$ cat config.mk
export PLATFORM = sky130hd
export DESIGN_NAME = byte_frame_tx
export DESIGN_NICKNAME = d
export VERILOG_FILES = /design/src/rtl/byte_frame_tx.sv
export SDC_FILE = /design/constraint.sdc
export NUM_CORES = 1
export LEC_CHECK = 0
export ABC_AREA = 1
export BUFFER_PORTS_ARGS = -buffer_cell sky130_fd_sc_hd__buf_2
export CAP_MARGIN = 20
export CORE_ASPECT_RATIO = 0.8
export CORE_MARGIN = 2
export CORE_UTILIZATION = 25
export CTS_CLUSTER_DIAMETER = 120
export DETAILED_ROUTE_END_ITERATION = 12
export PLACE_DENSITY_LB_ADDON = 0.08
export SLEW_MARGIN = 20
export SYNTH_ARGS = -nofsm -noshare
export SYNTH_HDL_FRONTEND = slang
export SYNTH_SLANG_ARGS = --single-unit
$ cat constraint.sdc
create_clock -name clk -period 2.3 [get_ports clk]
set_input_delay 0.46 -clock clk [delete_from_list [all_inputs] [get_ports clk]]
set_output_delay 0.46 -clock clk [all_outputs]
set_load 0.02 [all_outputs]
$ cat src/rtl/byte_frame_tx.sv
// Frame transmitter: a DEPTH-byte buffer loaded through a random-access write
// port and streamed out one byte per accepted valid/ready beat.
module byte_frame_tx #(
  parameter int DEPTH = 10,
  parameter int AW    = 4
) (
  input  logic          clk,
  input  logic          reset,
  input  logic          wr_en,
  input  logic [AW-1:0] wr_addr,
  input  logic [7:0]    wr_data,
  input  logic          start,
  input  logic [AW-1:0] frame_len,
  input  logic          tx_ready,
  output logic          tx_valid,
  output logic [7:0]    tx_data,
  output logic          tx_first,
  output logic          tx_last,
  output logic          busy,
  output logic          done
);

  typedef enum logic [0:0] {
    IDLE = 1'b0,
    SEND = 1'b1
  } state_t;

  localparam logic [AW-1:0] DEPTH_L = AW'(DEPTH);

  state_t        state_r, state_s;
  logic [7:0]    buf_r [DEPTH];
  logic [AW-1:0] idx_r, idx_s;
  logic [AW-1:0] len_r, len_s;
  logic          done_r, done_s;
  logic          wr_ok_s;
  logic          last_s;
  logic [7:0]    rd_data_s;

  // The buffer is frozen while sending so the transmitted frame cannot tear.
  assign wr_ok_s = wr_en && (wr_addr < DEPTH_L) && (state_r == IDLE);
  assign last_s  = (idx_r == (len_r - AW'(1)));

  // Frame buffer storage with synchronous clear.
  always_ff @(posedge clk) begin
    for (int i = 0; i < DEPTH; i++) begin
      if (reset) begin
        buf_r[i] <= 8'h00;
      end else if (wr_ok_s && (wr_addr == AW'(i))) begin
        buf_r[i] <= wr_data;
      end
    end
  end

  // Read mux selecting the byte at the current index.
  always_comb begin
    rd_data_s = 8'h00;
    for (int i = 0; i < DEPTH; i++) begin
      if (idx_r == AW'(i)) begin
        rd_data_s = buf_r[i];
      end else begin
        rd_data_s = rd_data_s;
      end
    end
  end

  // Next-state logic for the IDLE/SEND sequencer.
  always_comb begin
    state_s = state_r;
    idx_s   = idx_r;
    len_s   = len_r;
    done_s  = 1'b0;
    case (state_r)
      IDLE: begin
        if (start) begin
          state_s = SEND;
          idx_s   = '0;
          // A zero or oversize request means "the whole buffer".
          if ((frame_len == '0) || (frame_len > DEPTH_L)) begin
            len_s = DEPTH_L;
          end else begin
            len_s = frame_len;
          end
        end else begin
          state_s = IDLE;
        end
      end
      SEND: begin
        if (tx_ready) begin
          if (last_s) begin
            state_s = IDLE;
            done_s  = 1'b1;
          end else begin
            idx_s = idx_r + AW'(1);
          end
        end else begin
          idx_s = idx_r;
        end
      end
      default: begin
        state_s = IDLE;
      end
    endcase
  end

  // Sequencer state, index, latched length and done pulse registers.
  always_ff @(posedge clk) begin
    if (reset) begin
      state_r <= IDLE;
      idx_r   <= '0;
      len_r   <= '0;
      done_r  <= 1'b0;
    end else begin
      state_r <= state_s;
      idx_r   <= idx_s;
      len_r   <= len_s;
      done_r  <= done_s;
    end
  end

  assign tx_valid = (state_r == SEND);
  assign busy     = (state_r == SEND);
  assign tx_data  = tx_valid ? rd_data_s : 8'h00;
  assign tx_first = tx_valid && (idx_r == '0);
  assign tx_last  = tx_valid && last_s;
  assign done     = done_r;

endmodule

## Yosys cells after proc, flatten, opt, wreduce, memory -nomap -nowiden

Memories as Yosys holds them, arrays and structs flattened.
Index checks and enable logic that the tools add are counted.

- Muxes and demuxes: 63
- Add/subtract/negate cells: 2
- Eq/ne operators: 22
- Bitwise logic cells: 12
- Magnitude comparators: 2
- Reduce and logical (&&, ||, !) cells: 21

Operator list:

| cell | count |
|---|---|
| 8-bit 2-to-1 mux | 21 |
| 1-bit 2-to-1 mux | 36 |
| 4-bit by 3-bit == test with 1-bit output (second input constant) | 8 |
| 4-bit by 2-bit == test with 1-bit output (second input constant) | 4 |
| 4-bit == test (second input constant) | 4 |
| 4-bit 2-to-1 mux | 4 |
| 1-bit logical AND | 14 |
| 4-bit logical NOT | 3 |
| 1-bit bitwise OR | 10 |
| 4-bit by 1-bit == test with 1-bit output (second input constant) | 2 |
| 4-bit case mux with 2 select lines | 1 |
| 2-bit inequality test (second input constant) | 3 |
| 4-bit by 1-bit adder with 4-bit output (second input constant) | 1 |
| 4-bit == test | 1 |
| 4-bit > comparator (second input constant) | 1 |
| 4-bit less-than comparator (second input constant) | 1 |
| 4-bit by 1-bit subtractor with 4-bit output (second input constant) | 1 |
| 3-bit AND reduction | 1 |
| 3-bit OR reduction | 1 |
| 1-bit NOT | 2 |
| 1-bit case mux with 2 select lines | 1 |
| 2-bit AND reduction | 1 |
| 1-bit logical OR | 1 |

- Memory bits (writable): 80
- Word-level logic and storage cells: 127
- Bits of input ports: 21
- Output and inout port bits: 13
- Memories kept: 1
- Flip-flop bits (word level): 10

Memories:

| name | words | width | read ports | clocked after Yosys merged registers in | write ports | RTL line | source |
|---|---|---|---|---|---|---|---|
| buf_r | 10 | 8 | 10 | 0 | 10 | 31 | `logic [7:0] buf_r [DEPTH];` |

## Depth between registers and ports, before layout

- Word-level depth: 12
- Mapped depth: 14
- Mapped depth without buffers: 13

## Worst setup path before layout

OpenSTA, ideal clock, no wires.

- Kind: register to output
- Start: reg idx_r[1]
- End: out tx_data[1]
- Arrival: 1.814 ns
- Path buffers: 2
- Slack: 0.026 ns
- Stages on the path, launching flop included: 14
- Data required time: 1.840 ns
- Cells stage by stage: dfxtp_1 inv_1 ha_1 buf_2 inv_2 nor2_4 buf_4 nor2_1 nand2_1 nand2_1 nand2_1 nand2_1 nand2_1 a21oi_1

- Word-level cells in the longest chain between the ends: 12
- Elaborated cells on any way between the ends: 21
- Classes of those cells: eq/ne (9); mux (11); reduce/logical (1)

RTL lines:

| item | RTL line | source |
|---|---|---|
| from (decl) | 32 | `logic [AW-1:0] idx_r, idx_s;` |
| from (signal assigned) | 114 | `idx_r <= idx_s;` |
| 4-bit logical NOT | 58 | `if (idx_r == AW'(i)) begin` |
| 8-bit 2-to-1 mux (9 in series) | 58 |  |
| 8-bit 2-to-1 mux (*) | 58 |  |
| 8-bit 2-to-1 mux (*) | 122 | `assign tx_data = tx_valid ? rd_data_s : 8'h00;` |
| to (decl) | 16 | `output logic [7:0] tx_data,` |

Mark *: on every way between the ends. The rest lies on a longest branch, timed or not.

## Worst setup path in the final report

- Start: reg idx_r[0]
- End: out tx_data[0]

Same word-level chain as after synthesis.

==> flow_metrics.env <==
export IMPL_grt_ovfl_total=0
export IMPL_dpl_cell_area_mm2=0.00556
export IMPL_yosys_top_cells_count="nand2_1, nor2_1, edfxtp_1"
export IMPL_setup_tns_ns=-1.85
export IMPL_irDropWorstVdd_uv=289
export IMPL_finalNonFillerCells=897
export IMPL_ys_ff_latch=90
export IMPL_holdWs_ns=0.364
export IMPL_synth_area_leaders="edfxtp_1, nand2_1, nor2_1"
export IMPL_min_to="len_r[1]"
export IMPL_min_period_ns=2.62
export IMPL_crit_path_cell_trace="inv_4 > ha_4 > buf_6 > nand4_1 > nand3_1 > nand2_1 > nand2_1 > nand2_1 > nand2_2 > nand2_1 > nand2_2 > nand2_2 > a21oi_2 > buf_6"
export IMPL_netlist_instances=551
export IMPL_dieArea_mm2=0.0201
export IMPL_maxSlewViolCount=0
export IMPL_fp_dieW_um=158
export IMPL_initial_core_util_pct=25.2
export IMPL_hp_class="input pin to flop"
export IMPL_max_freq_mhz=382
export IMPL_violations="negative setup slack"
export IMPL_multiInputGateArea_mm2=0.00201
export IMPL_cp_slowest_cell="dfxtp_4"
export IMPL_ys_seq_area_share_pct=54.8
export IMPL_cts_htree_levels=3
export IMPL_setup_viol=8
export IMPL_crit_top_cell="nand2_1"
export IMPL_clk_pin_slew_ns=0.06
export IMPL_relSlewSlack_pct=62.3
export IMPL_wl_per_cell_um=16.1
export IMPL_run_status="finished with violations"
export IMPL_cp_max_fo=5
export IMPL_crit_arrival_ns=2.16
export IMPL_dp_cells=869
export IMPL_leakage_nw=2.68
export IMPL_r2r_cells=6
export IMPL_cts_buffer_depth=2
export IMPL_synth_top_area_share_pct=50.6
export IMPL_fin_ws_ns=-0.320
export IMPL_worst_clock_skew_ns=0.00521
export IMPL_synth_warnings=0
export IMPL_drive_above_1_share_pct=29.4
export IMPL_routabilityCongestion=0.813
export IMPL_required_ns=1.84
export IMPL_fin_nets=661
export IMPL_ant_nets=0
export IMPL_cts_root_buf="clkbuf_16"
export IMPL_finalHoldViolations=0
export IMPL_syn_nets=577
export IMPL_drv_cap=0
export IMPL_finalWirelength_mm=14.5
export IMPL_postCtsHoldBufs=0
export IMPL_setup_worst_path_start="idx_r[0]"
export IMPL_dr_pass1_iters=5
export IMPL_drtIter0Drc=284
export IMPL_antenna_found_initial=0
export IMPL_areaGrowthSynthToFinish_pct=33.4
export IMPL_critPathKind="flop to output pin"
export IMPL_fp_row_count=45
export IMPL_period_share_pct=114
export IMPL_nFillCells=2027
export IMPL_dpl_hpwl_mm=10.3
export IMPL_num_vias=3854
export IMPL_worstHoldStart="frame_len[1]"
export IMPL_synth_area_mm2=0.00475
export IMPL_portBuffers=33
export IMPL_rsz0062_at_grt="true"
export IMPL_p_per_area_mw_per_mm2=663
export IMPL_whs_path_depth=3
export IMPL_timing_rr_end="buf_r[4][5]"
export IMPL_vias_per_cell=4.30
export IMPL_clock_latency_ns=0.35
export IMPL_ioPinCount=34
export IMPL_synth_distinct_cells=34
export IMPL_tritoncts="built"
export IMPL_grt_start_max_net_pins=23
export IMPL_avgSynthCellArea_um2=8.61
export IMPL_grt_util_all_layers_pct=15.3
export IMPL_synthFlopType="edfxtp_1"
export IMPL_async_reset_ff_share_pct=0
export IMPL_worst_slew_pin_slew_ns=0.562
export IMPL_yosysMostFrequentCell="nand2_1"
export IMPL_numCtsBuffers=9
export IMPL_reg2reg_slack_ns=0.53
export IMPL_cp_slowest_stage_delay_ns=0.37
export IMPL_first_global_vias=3755
export IMPL_finalInstanceArea_mm2=0.00633
export IMPL_setup_worst_path_start_class="flop"
export IMPL_place_ws_ns=-0.185
export IMPL_synth_edf_count=80
export IMPL_seqCellArea_mm2=0.00262
export IMPL_worstPathBufferInverterCount=3
export IMPL_cp_end_kind="output pin"
export IMPL_cp_top_family="simple AND/OR/NAND/NOR gates"
export IMPL_dieHeight_um=127
export IMPL_grt_pass1_wl_mm=22.5
export IMPL_cts_sinks=90
export IMPL_remaining_drc_errors=0
export IMPL_core_mm2=0.0188
export IMPL_r2r_start="busy"
export IMPL_synth_top_area_cell="edfxtp_1"
export IMPL_diodes=0
## layer usage
layer  vias to the layer above  track usage, %  share of wire [%]
met5                         -               0                  0
met4                         0            3.66               0.30
met3                         2            3.22                5.4
met2                        81            21.6                 41
met1                      1813            23.6                 54
li1                       1958               -                  -
## power by group
| part | switching (mW) | total (mW) | internal (mW) |
|---|---|---|---|
| registers | 0.0316 | 1.87 | 1.84 |
| clock network | 0.634 | 1.69 | 1.06 |
| logic | 0.385 | 0.633 | 0.248 |
| total | 1.05 | 4.20 | 3.15 |
## area by class of cell
cell class                 count  area share [%]
clock inverter                 5            1.62
inverter                      74            4.59
tap                          258            5.10
timing repair buffer          88            12.0
sequential                    90            41.4
multi-input combinational    372            31.7
clock buffer                  10            3.62
## cells by family after synthesis
logic type | Yosys count | synth area share (%)
AO/OA/AOI/OAI | 39 | 4.38
XOR/XNOR | 7 | 1.29
adder cells (fa/ha/maj) | 5 | 1.32
buffers and inverters | 92 | 7.96
flip-flops | 90 | 54.8
AND/OR/NAND/NOR | 318 | 30.2
## what timing repair did
item                                    CTS  global route
gates cloned                              1             2
setup buffers                             5             5
resized for setup                        58            43
endpoints found under the setup margin    8             9
pin swaps                                10            21
## how the worst max path moves through the flow
stage	end	slack (ns)	cells past startpoint
5_1_grt	tx_data[2]	-0.41	14
3_5_place_dp	tx_data[0]	-0.19	13
4_1_cts	tx_data[0]	-0.30	14
3_3_place_gp	tx_data[3]	-0.18	13
2_1_floorplan	tx_data[1]	0.03	13
6_report	tx_data[0]	-0.32	14
## cell usage in the layout (no fill, tap or decap), types with 7 or more instances in the layout
master and count:
buf_4 43, buf_2 24, nand3b_1 7, inv_2 7, inv_1 56, a21oi_2 8
a21oi_1 8, nand3_1 35, or2_2 7, edfxtp_1 80, buf_12 8, clkbuf_16 9
nand2_1 101, nor2_1 105, nand2_2 26, buf_6 11, nand4_1 12, nor2_2 7
o21ai_0 19, clkinv_1 9
## worst reg2reg max path, stage by stage, from the launching register on
cell,delay [ns]
dfxtp_1,0.43
nor3_4,0.27
inv_2,0.10
nor3_4,0.30
nand2_1,0.09
nand2_1,0.17
buf_12,0.15
## through the flow
stage / power, mW / util [%]
floorplan: 2.18 / -
global placement: 2.42 / 29.6
detailed placement: 2.42 / 29.6
CTS: 4.18 / 32.6
global route: 4.38 / 33.7
finish: 4.20 / 33.7
## sequential cells by signal (all words and copies together), names as in the netlist
name / count
busy: 1
done: 1
buf_r: 80
len_r: 4
idx_r: 4
(Power assumes the default switching activity.)
